File: config.mk
export PLATFORM = sky130hd
export DESIGN_NAME = pnc_swu_request_queue
export DESIGN_NICKNAME = d
export VERILOG_FILES = /design/src/rtl/pnc_swu_request_queue.sv
export SDC_FILE = /design/constraint.sdc
export NUM_CORES = 1
export LEC_CHECK = 0
export ABC_AREA = 1
export CELL_PAD_IN_SITES_DETAIL_PLACEMENT = 0
export CELL_PAD_IN_SITES_GLOBAL_PLACEMENT = 2
export CORE_ASPECT_RATIO = 1.5
export CORE_MARGIN = 1
export CORE_UTILIZATION = 38
export DETAILED_ROUTE_END_ITERATION = 7
export PLACE_DENSITY_LB_ADDON = 0.3
export SYNTH_ARGS = -nofsm -noshare
export SYNTH_HDL_FRONTEND = slang
export SYNTH_SLANG_ARGS = --single-unit
File: constraint.sdc
create_clock -name clk -period 3 [get_ports clk]
set_input_delay 0.45 -clock clk [delete_from_list [all_inputs] [get_ports clk]]
set_output_delay 0.45 -clock clk [all_outputs]
set_load 0.01 [all_outputs]
File: src/rtl/pnc_swu_request_queue.sv
// Buffers STDP weight-update requests and issues them one at a time as a single-cycle SWU_EN strobe, issuing 2 edges after a push into an idle, empty queue.
// req_ready = !full; a request seen while full is dropped and latches ovf. `define SWU_COALESCE_EN to merge same-address pushes into the newest entry.
module pnc_swu_request_queue #(
  parameter int DEPTH      = 8,
  parameter int ADDR_W     = 16,
  parameter int DATA_W     = 8,
  parameter int GAP_CYCLES = 1
) (
  input  logic                     clk,
  input  logic                     rst,
  input  logic                     flush,
  input  logic                     req_valid,
  output logic                     req_ready,
  input  logic [ADDR_W-1:0]        req_addr,
  input  logic [DATA_W-1:0]        req_data,
  input  logic                     host_busy,
  input  logic                     pnc_wait,
  output logic                     SWU_EN,
  output logic [ADDR_W-1:0]        SWU_ADDR,
  output logic [DATA_W-1:0]        SWU_DATA,
  output logic [$clog2(DEPTH):0]   q_count,
  output logic                     ovf
);

  localparam int AW = $clog2(DEPTH);
  localparam int CW = AW + 1;
  localparam int GW = 4;

  typedef enum logic [1:0] {
    S_IDLE  = 2'd0,
    S_ISSUE = 2'd1,
    S_GAP   = 2'd2
  } state_t;

  logic [ADDR_W-1:0] mem_addr [DEPTH];
  logic [DATA_W-1:0] mem_data [DEPTH];

  logic [AW-1:0]     wr_ptr;
  logic [AW-1:0]     rd_ptr;
  logic [AW-1:0]     newest_idx;
  logic [CW-1:0]     count;
  logic              ovf_q;

  state_t            state_q;
  state_t            state_d;
  logic [GW-1:0]     gap_q;
  logic [GW-1:0]     gap_d;
  logic              en_q;
  logic              en_d;
  logic [ADDR_W-1:0] addr_q;
  logic [ADDR_W-1:0] addr_d;
  logic [DATA_W-1:0] data_q;
  logic [DATA_W-1:0] data_d;

  logic full;
  logic empty;
  logic push_ok;
  logic issue_go;
  logic coalesce;
  logic alloc;

  assign full       = (count == CW'(DEPTH));
  assign empty      = (count == '0);
  assign newest_idx = wr_ptr - AW'(1);
  assign push_ok    = req_valid && !full;
  assign issue_go   = (state_q == S_IDLE) && !empty && !host_busy && !pnc_wait;

`ifdef SWU_COALESCE_EN
  // With a single entry being popped this cycle the newest entry is leaving, so allocate instead.
  assign coalesce = push_ok && !empty && (mem_addr[newest_idx] == req_addr)
                    && !(issue_go && (count == CW'(1)));
`else
  assign coalesce = 1'b0;
`endif

  assign alloc = push_ok && !coalesce;

  always_ff @(posedge clk) begin
    if (rst && !flush) begin
      if (alloc) begin
        mem_addr[wr_ptr] <= req_addr;
        mem_data[wr_ptr] <= req_data;
      end else if (coalesce) begin
        mem_data[newest_idx] <= req_data;
      end
    end
  end

  always_ff @(posedge clk or negedge rst) begin
    if (!rst) begin
      wr_ptr <= '0;
      rd_ptr <= '0;
      count  <= '0;
      ovf_q  <= 1'b0;
    end else if (flush) begin
      wr_ptr <= '0;
      rd_ptr <= '0;
      count  <= '0;
      ovf_q  <= 1'b0;
    end else begin
      if (alloc)
        wr_ptr <= wr_ptr + AW'(1);
      if (issue_go)
        rd_ptr <= rd_ptr + AW'(1);
      case ({alloc, issue_go})
        2'b10:   count <= count + CW'(1);
        2'b01:   count <= count - CW'(1);
        default: count <= count;
      endcase
      if (req_valid && full)
        ovf_q <= 1'b1;
    end
  end

  always_comb begin
    state_d = state_q;
    gap_d   = gap_q;
    en_d    = 1'b0;
    addr_d  = '0;
    data_d  = '0;
    case (state_q)
      S_IDLE: begin
        if (issue_go) begin
          state_d = S_ISSUE;
          en_d    = 1'b1;
          addr_d  = mem_addr[rd_ptr];
          data_d  = mem_data[rd_ptr];
        end
      end
      S_ISSUE: begin
        if (GAP_CYCLES == 0) begin
          state_d = S_IDLE;
        end else begin
          state_d = S_GAP;
          gap_d   = GW'(GAP_CYCLES - 1);
        end
      end
      S_GAP: begin
        if (gap_q == '0)
          state_d = S_IDLE;
        else
          gap_d = gap_q - GW'(1);
      end
      default: state_d = S_IDLE;
    endcase
  end

  always_ff @(posedge clk or negedge rst) begin
    if (!rst) begin
      state_q <= S_IDLE;
      gap_q   <= '0;
      en_q    <= 1'b0;
      addr_q  <= '0;
      data_q  <= '0;
    end else if (flush) begin
      state_q <= S_IDLE;
      gap_q   <= '0;
      en_q    <= 1'b0;
      addr_q  <= '0;
      data_q  <= '0;
    end else begin
      state_q <= state_d;
      gap_q   <= gap_d;
      en_q    <= en_d;
      addr_q  <= addr_d;
      data_q  <= data_d;
    end
  end

  assign req_ready = !full;
  assign q_count   = count;
  assign ovf       = ovf_q;
  assign SWU_EN    = en_q;
  assign SWU_ADDR  = addr_q;
  assign SWU_DATA  = data_q;

endmodule

==> metrics.csv <==
stage;metric;value;unit
timing;tightest_slew;0.815;ns
global_routing;grt_overflow_total;0;
clock_tree;clk_pin_slew_worst_paths;0.06;ns
job;cap_violations;0;
clock_tree;hold_buffers;0;
pwr;p_leak;3.86;nW
clock_tree;clockRootBuffer;clkbuf_16;
pwr;swShare;24.9;%
worst_setup_path;worstPathMaxFanout;4;
clock_tree;tritoncts;done;
floorplan;die_height;193;um
timing;clock_skew;0.0115;ns
detailed_routing;wl_per_cell;19.8;um
yosys;yosys.area.top_type;edfxtp_1;
timing;rsz0062_at_grt;no;
yosys;ys_async_sr_fraction;17.9;%
placement;place_congestion;0.735;
yosys;yosysTopAreaCellShare;62.2;%
worst_setup_path;critPathRequiredTime;2.55;ns
yosys;synth_cell_types;34;
pwr;power.density;702;nW/um^2
floorplan;die_w;130;um
worst_setup_path;crit_path_start_kind;register;
yosys;synth.net_count;695;
worst_setup_path;crit_path_end_kind;output pin;
worst_hold_path;min_path_type;input pin to async pin;
clock_tree;cts_buffers;24;
yosys;yosys_warnings;0;
timing;setup_ws;0.829;ns
timing;setup_viol;0;
yosys;syn_avg_cell_area;14.1;um^2
finish;area_growth;19.2;%
pwr;pwr-share-seq;48.0;%
detailed_routing;drt_iter0_drc;360;
worst_setup_path;rr_worst_depth;8;
detailed_routing;wirelength;21100;um
timing;finalMaxSlewViolations;0;
timing;fin_crit_sh;72.4;%
placement;dp_slack;0.477;ns
yosys;netlist_top_cells_count;192 x edfxtp_1, 108 x nor2_1, 103 x o21ai_0;
worst_setup_path;critical_path_class;register to output pin;
worst_setup_path;reg2reg_to;mem_addr[6][8]$_DFFE_PP_;
timing;hold_violations;0;
floorplan;rows;69;
floorplan;design.die.area;25000;um^2
clock_tree;clkSinkCount;234;
yosys;yosys_register_bits;234;
global_routing;grt_pass1_vias;5844;
finish;antenna_cells;0;
yosys;netlist_area;9270;um^2
floorplan;start_util;38.9;%
worst_setup_path;cp.arrival;1.72;ns
detailed_routing;postRouteAntennaNets;0;
placement;dp_hpwl;12200;um
worst_setup_path;rrSetupSlack;0.84;ns
clock_tree;htreeDepth;1;
clock_tree;cts_resized;0;
placement;dp.cells;1020;
pwr;clock_power_share;38.1;%
clock_tree;clkLatencyLatePin;0.51;ns
detailed_routing;dr.pass1.iters;5;
yosys;ys_top_cells_by_area;edfxtp_1 62%, dfrtp_1 11%, o21ai_0 5.6%;
yosys;ys.flop_type;edfxtp_1;
global_routing;grt_max_degree;53;
finish;drive_gt1_share;18.0;%
clock_tree;postCtsSetupRepairBufs;0;
yosys;synth_cells;659;
detailed_routing;via_count;5542;
global_routing;antenna_found_initial;0;
pwr;internal_power;0.00582;W
clock_tree;clock_path_buffers;3;
timing;timing.slew.headroom;45.7;%
yosys;synth_most_common_cell;edfxtp_1;
timing;min_period;2.17;ns
floorplan;io_pins;61;
finish;nets;763;
yosys;ys_seq_area_share;73.6;%
timing;max_freq;0.461;GHz
global_routing;grt_pass1_wl;32600;um
pwr;ir_worst_vdd;0.000372;V
placement;port_buffers;60;
pwr;p_switching;0.00193;W
floorplan;core;23800;um^2
finish;post_layout_nonfiller_instances;1064;
timing;whs;0.0915;ns
pwr;combPwrFrac;13.9;%
global_routing;grt_usage;17.3;%
detailed_routing;route.detailed.drc;0;
detailed_routing;viasPerCell;5.21;
worst_setup_path;timing.rr.start;q_count[3]$_DFFE_PN0P_;
status;status;completed;
yosys;synth_enable_flop_cells;192;
[state kept, by name (all words and copies together), names as in the netlist]
name / flops
mem_addr: 128
mem_data: 64
SWU_ADDR: 16
SWU_DATA: 8
gap_q: 4
q_count: 4
rd_ptr: 3
wr_ptr: 3
state_q: 2
SWU_EN: 1
ovf: 1
[stage by stage]
step | cell area, um^2 | util (%) | total power (W) | setup TNS, ns
final | 11000 | 46.4 | 0.00775 | 0
after CTS | 11000 | 46.4 | 0.00784 | 0
after global routing | 11000 | 46.4 | 0.00807 | 0
after detailed placement | 10300 | 43.1 | 0.00488 | 0
after floorplan | 9270 | - | 0.00447 | -16.69
after global placement | 10300 | 43.1 | 0.00485 | 0
[cell families (layout without fill, tap and decap cells)]
group                      count (synthesis)  after routing  share of synthesized area (%)
xor gates and xnor gates                   2              2                          0.189
buffers and inverters                     65            151                           3.48
DFF                                      234            234                           73.6
adders and majority gates                  6              6                          0.810
AOI/OAI and AO/OA                        163            163                           12.2
and+or+nand+nor                          189            189                           9.75
[worst max-delay path by stage]
stage / startpoint / end / cells after the start
3_5_place_dp: flush / mem_addr[6][9]$_DFFE_PP_ / 5
2_1_floorplan: q_count[3]$_DFFE_PN0P_ / mem_addr[6][0]$_DFFE_PP_ / 7
4_1_cts: q_count[3]$_DFFE_PN0P_ / mem_addr[6][8]$_DFFE_PP_ / 8
5_1_grt: q_count[3]$_DFFE_PN0P_ / mem_addr[7][8]$_DFFE_PP_ / 8
3_3_place_gp: flush / mem_addr[7][6]$_DFFE_PP_ / 5
6_report: q_count[3]$_DFFE_PN0P_ / req_ready / 4
[cell usage in the layout (no fill, tap or decap), drive strengths merged]
master | Yosys | layout
nor3 | 27 | 27
clkbuf | 19 | 30
o21ai | 106 | 106
o221a | 47 | 47
bufinv | 0 | 3
o21a | 2 | 2
nand2 | 37 | 37
clkinv | 1 | 11
clkdlybuf4s50 | 0 | 59
buf | 18 | 20
inv | 27 | 28
a21oi | 6 | 6
nor2 | 112 | 112
o22ai | 1 | 1
o32ai | 1 | 1
nor4 | 1 | 1
nand3 | 9 | 9
edfxtp | 192 | 192
dfrtp | 42 | 42
ha | 6 | 6
nand4 | 3 | 3
xnor2 | 1 | 1
xor2 | 1 | 1
[layout make-up]
cell class	instances	area [um^2]
Clock buffer	30	644
Clock inverter	14	141
Tap cell	319	399
Fill cell	2117	12800
Multi-Input combinational cell	360	2160
Inverter	28	110
Timing Repair Buffer	79	776
Sequential cell	234	6820
[worst max-delay path, stage by stage (launching register included)]
cell and delay (ns):
dfrtp_1 0.45, inv_2 0.10, nor2_2 0.04, nand2_1 0.09
clkdlybuf4s50_1 0.54
[per-layer routing]
metal	global-route usage [%]	vias to the layer above	routed length, um
met2	31.8	108	11300
li1	-	2578	-
met1	20.3	2831	8520
met5	0	-	0
met4	5.99	0	452
met3	2.30	25	855
[power by group through the flow]
stage | Sequential [W] | Combinational (W) | Clock (W)
6_report | 0.00372 | 0.00107 | 0.00296
3_3_place_gp | 0.00378 | 0.00107 | 0
2_1_floorplan | 0.00377 | 0.000705 | 0
3_5_place_dp | 0.00379 | 0.00109 | 0
5_1_grt | 0.00373 | 0.00120 | 0.00314
4_1_cts | 0.00372 | 0.00110 | 0.00302
Power figures use the tool's default switching activity.
==> RTL change, RTL diff (config.mk and constraints unchanged) <==
Put one more register stage on the output `ovf`. The value now appears one clock later. The other outputs are not delayed to match.
--- a/src/rtl/pnc_swu_request_queue.sv
+++ b/src/rtl/pnc_swu_request_queue.sv
@@ -170,5 +170,7 @@
   assign req_ready = !full;
   assign q_count   = count;
-  assign ovf       = ovf_q;
+  always_ff @(posedge clk) begin
+    ovf <= ovf_q;
+  end
   assign SWU_EN    = en_q;
   assign SWU_ADDR  = addr_q;
Function: changed (Yosys sat finds a counterexample within 10 cycles, from zero or initial values and one cycle with rst low).
==> RTL change against the unedited design <==
- clock skew about the same
- routed wire length decreased by 1.9%
- critical endpoint is now SWU_ADDR[6]
- non-clock buffer count decreased by 1
- cell area about the same
- sequential share of layout area increased by 0.16 points
- hold slack improved by 250 ps
- worst setup slack improved by 3.2 ps
- area after synthesis increased by 0.22%
- synthesized cell count increased by 0.15%
- power decreased by 0.56%
- sequential cell count increased by 1
- largest cell class unchanged
- clock power decreased by 2%
==> RTL change: results (changes against the unedited design) <==
[metrics] status: complete, no violations
[metrics] total routing usage reported by global routing: 16.91% (-0.39 points)
[metrics] largest cells by area after synthesis: edfxtp_1 62%, dfrtp_1 11%, o21ai_0 5.6%
[metrics] final net count: 762 (-0.13%)
[metrics] Synth Area in Adders: 0.8084% (-0.0017 points)
[metrics] critical setup path kind: flop to flop
[metrics] cell count after synthesis: 660 (+0.15%)
[metrics] routed vias/inst: 5.215 (+0.12%)
[metrics] share of synthesized area occupied by flip-flops and latches: 73.62% (about the same)
[metrics] Post-Synth XOR/XNOR Area: 0.1886% (-0.00041 points)
[metrics] unique cell type count in the Yosys netlist: 35 (+2.9%)
[metrics] share of flip-flops with an asynchronous set or reset after synthesis: 17.87% (-0.076 points)
[metrics] worst-case headroom to the max-slew limit: 46.98% (+1.3 points)
[metrics] Max Fclk: 461.4 MHz (+0.15%)
[metrics] GP Congestion: 0.8015 (+9.1%)
[metrics] HPWL after DPL: 12.10 mm (-1.1%)
[metrics] leakage component of the power: 0.003855 uW (-0.15%)
[metrics] Placed Cells: 1019 (-0.098%)
[metrics] Worst Skew: 11.17 ps (-0.3197 ps)
[metrics] maximum number of pins on one net before global-route repair: 99 (+87%)
[metrics] synthesized-area fraction occupied by ao, oa, aoi and oai cells: 12.18% (-0.026 points)
[metrics] CTS buffer count: 23 (-4.2%)
[metrics] share of layout cells above drive strength 1: 17.54% (-0.44 points)
[metrics] filler instances: 2156 (+1.8%)
[metrics] syn nets: 696 (+0.14%)
[metrics] DRT iter0 DRCs: 297 (-18%)
[metrics] number of non-filler instances in the completed layout: 1060 (-0.38%)
[metrics] critical path fanouts, max: 98 (+94)
==> RTL change: layout make-up <==
| cell class | instances | area, sq um | area share [%] |
|---|---|---|---|
| inverter | 28 | 110.1 | 0.9965 |
| clock buffer | 28 | 604.3 | 5.469 |
| tap | 319 | 399.1 | 3.612 |
| clock inverter | 12 | 157.7 | 1.427 |
| multi-input combinational | 360 | 2157 | 19.52 |
| sequential | 235 | 6838 | 61.88 |
| timing repair buffer | 78 | 783.3 | 7.089 |
==> RTL change: final timing paths <==
check / cells after the start / end / slack, ps
max in group asynchronous: 3 / rd_ptr[0] / 1830
worst min-delay path: 2 / SWU_ADDR[1] / 340
worst min register to register: 0 / ovf / 370
worst max-delay path: 4 / SWU_ADDR[6] / 830
worst max register to register: 4 / SWU_ADDR[6] / 830
min in group clk: 0 / ovf / 370
==> RTL change: power breakdown <==
group	switching (uW)	internal, uW
clock network	1140	1770
registers	104	3630
logic	650	408
==> RTL change: critical path, stage by stage, from the launching register on <==
cell     delay, ps
dfrtp_2        650
inv_6          620
nor2_1          90
o221a_2        330
nor3_2         240
==> RTL change: cell families (layout without fill, tap and decap cells) <==
group | after synthesis | count (layout)
AO/OA/AOI/OAI | 163 | 163
XOR/XNOR | 2 | 2
adder cells (fa/ha/maj) | 6 | 6
buffers and inverters | 65 | 146
flip-flops | 235 | 235
AND/OR/NAND/NOR | 189 | 189
==> RTL change: per-layer routing <==
layer	part of all wire (%)	global-route usage, %	wire [um]
met5	0	0	0
met1	40	20.31	8372
met4	2.7	5.943	554
met3	4.1	2.212	843
met2	53	30.52	10940
==> RTL change: timing repair <==
action                                  in CTS  in global routing
endpoints found under the hold margin        3                  0
hold buffers                                 1                  0
endpoints found under the setup margin       0                  0
==> RTL change: through the flow <==
stage | TNS, ps | power, uW | utilization [%] | hold WS [ps]
3_5_place_dp | 0 | 4881 | 43.13 | 329.4
6_report | 0 | 7708 | 46.37 | 344.5
2_1_floorplan | -16690 | 4488 | - | 154.4
3_3_place_gp | 0 | 4853 | 43.13 | 325.8
5_1_grt | 0 | 8033 | 46.37 | 355.7
4_1_cts | 0 | 7807 | 46.37 | 328.3
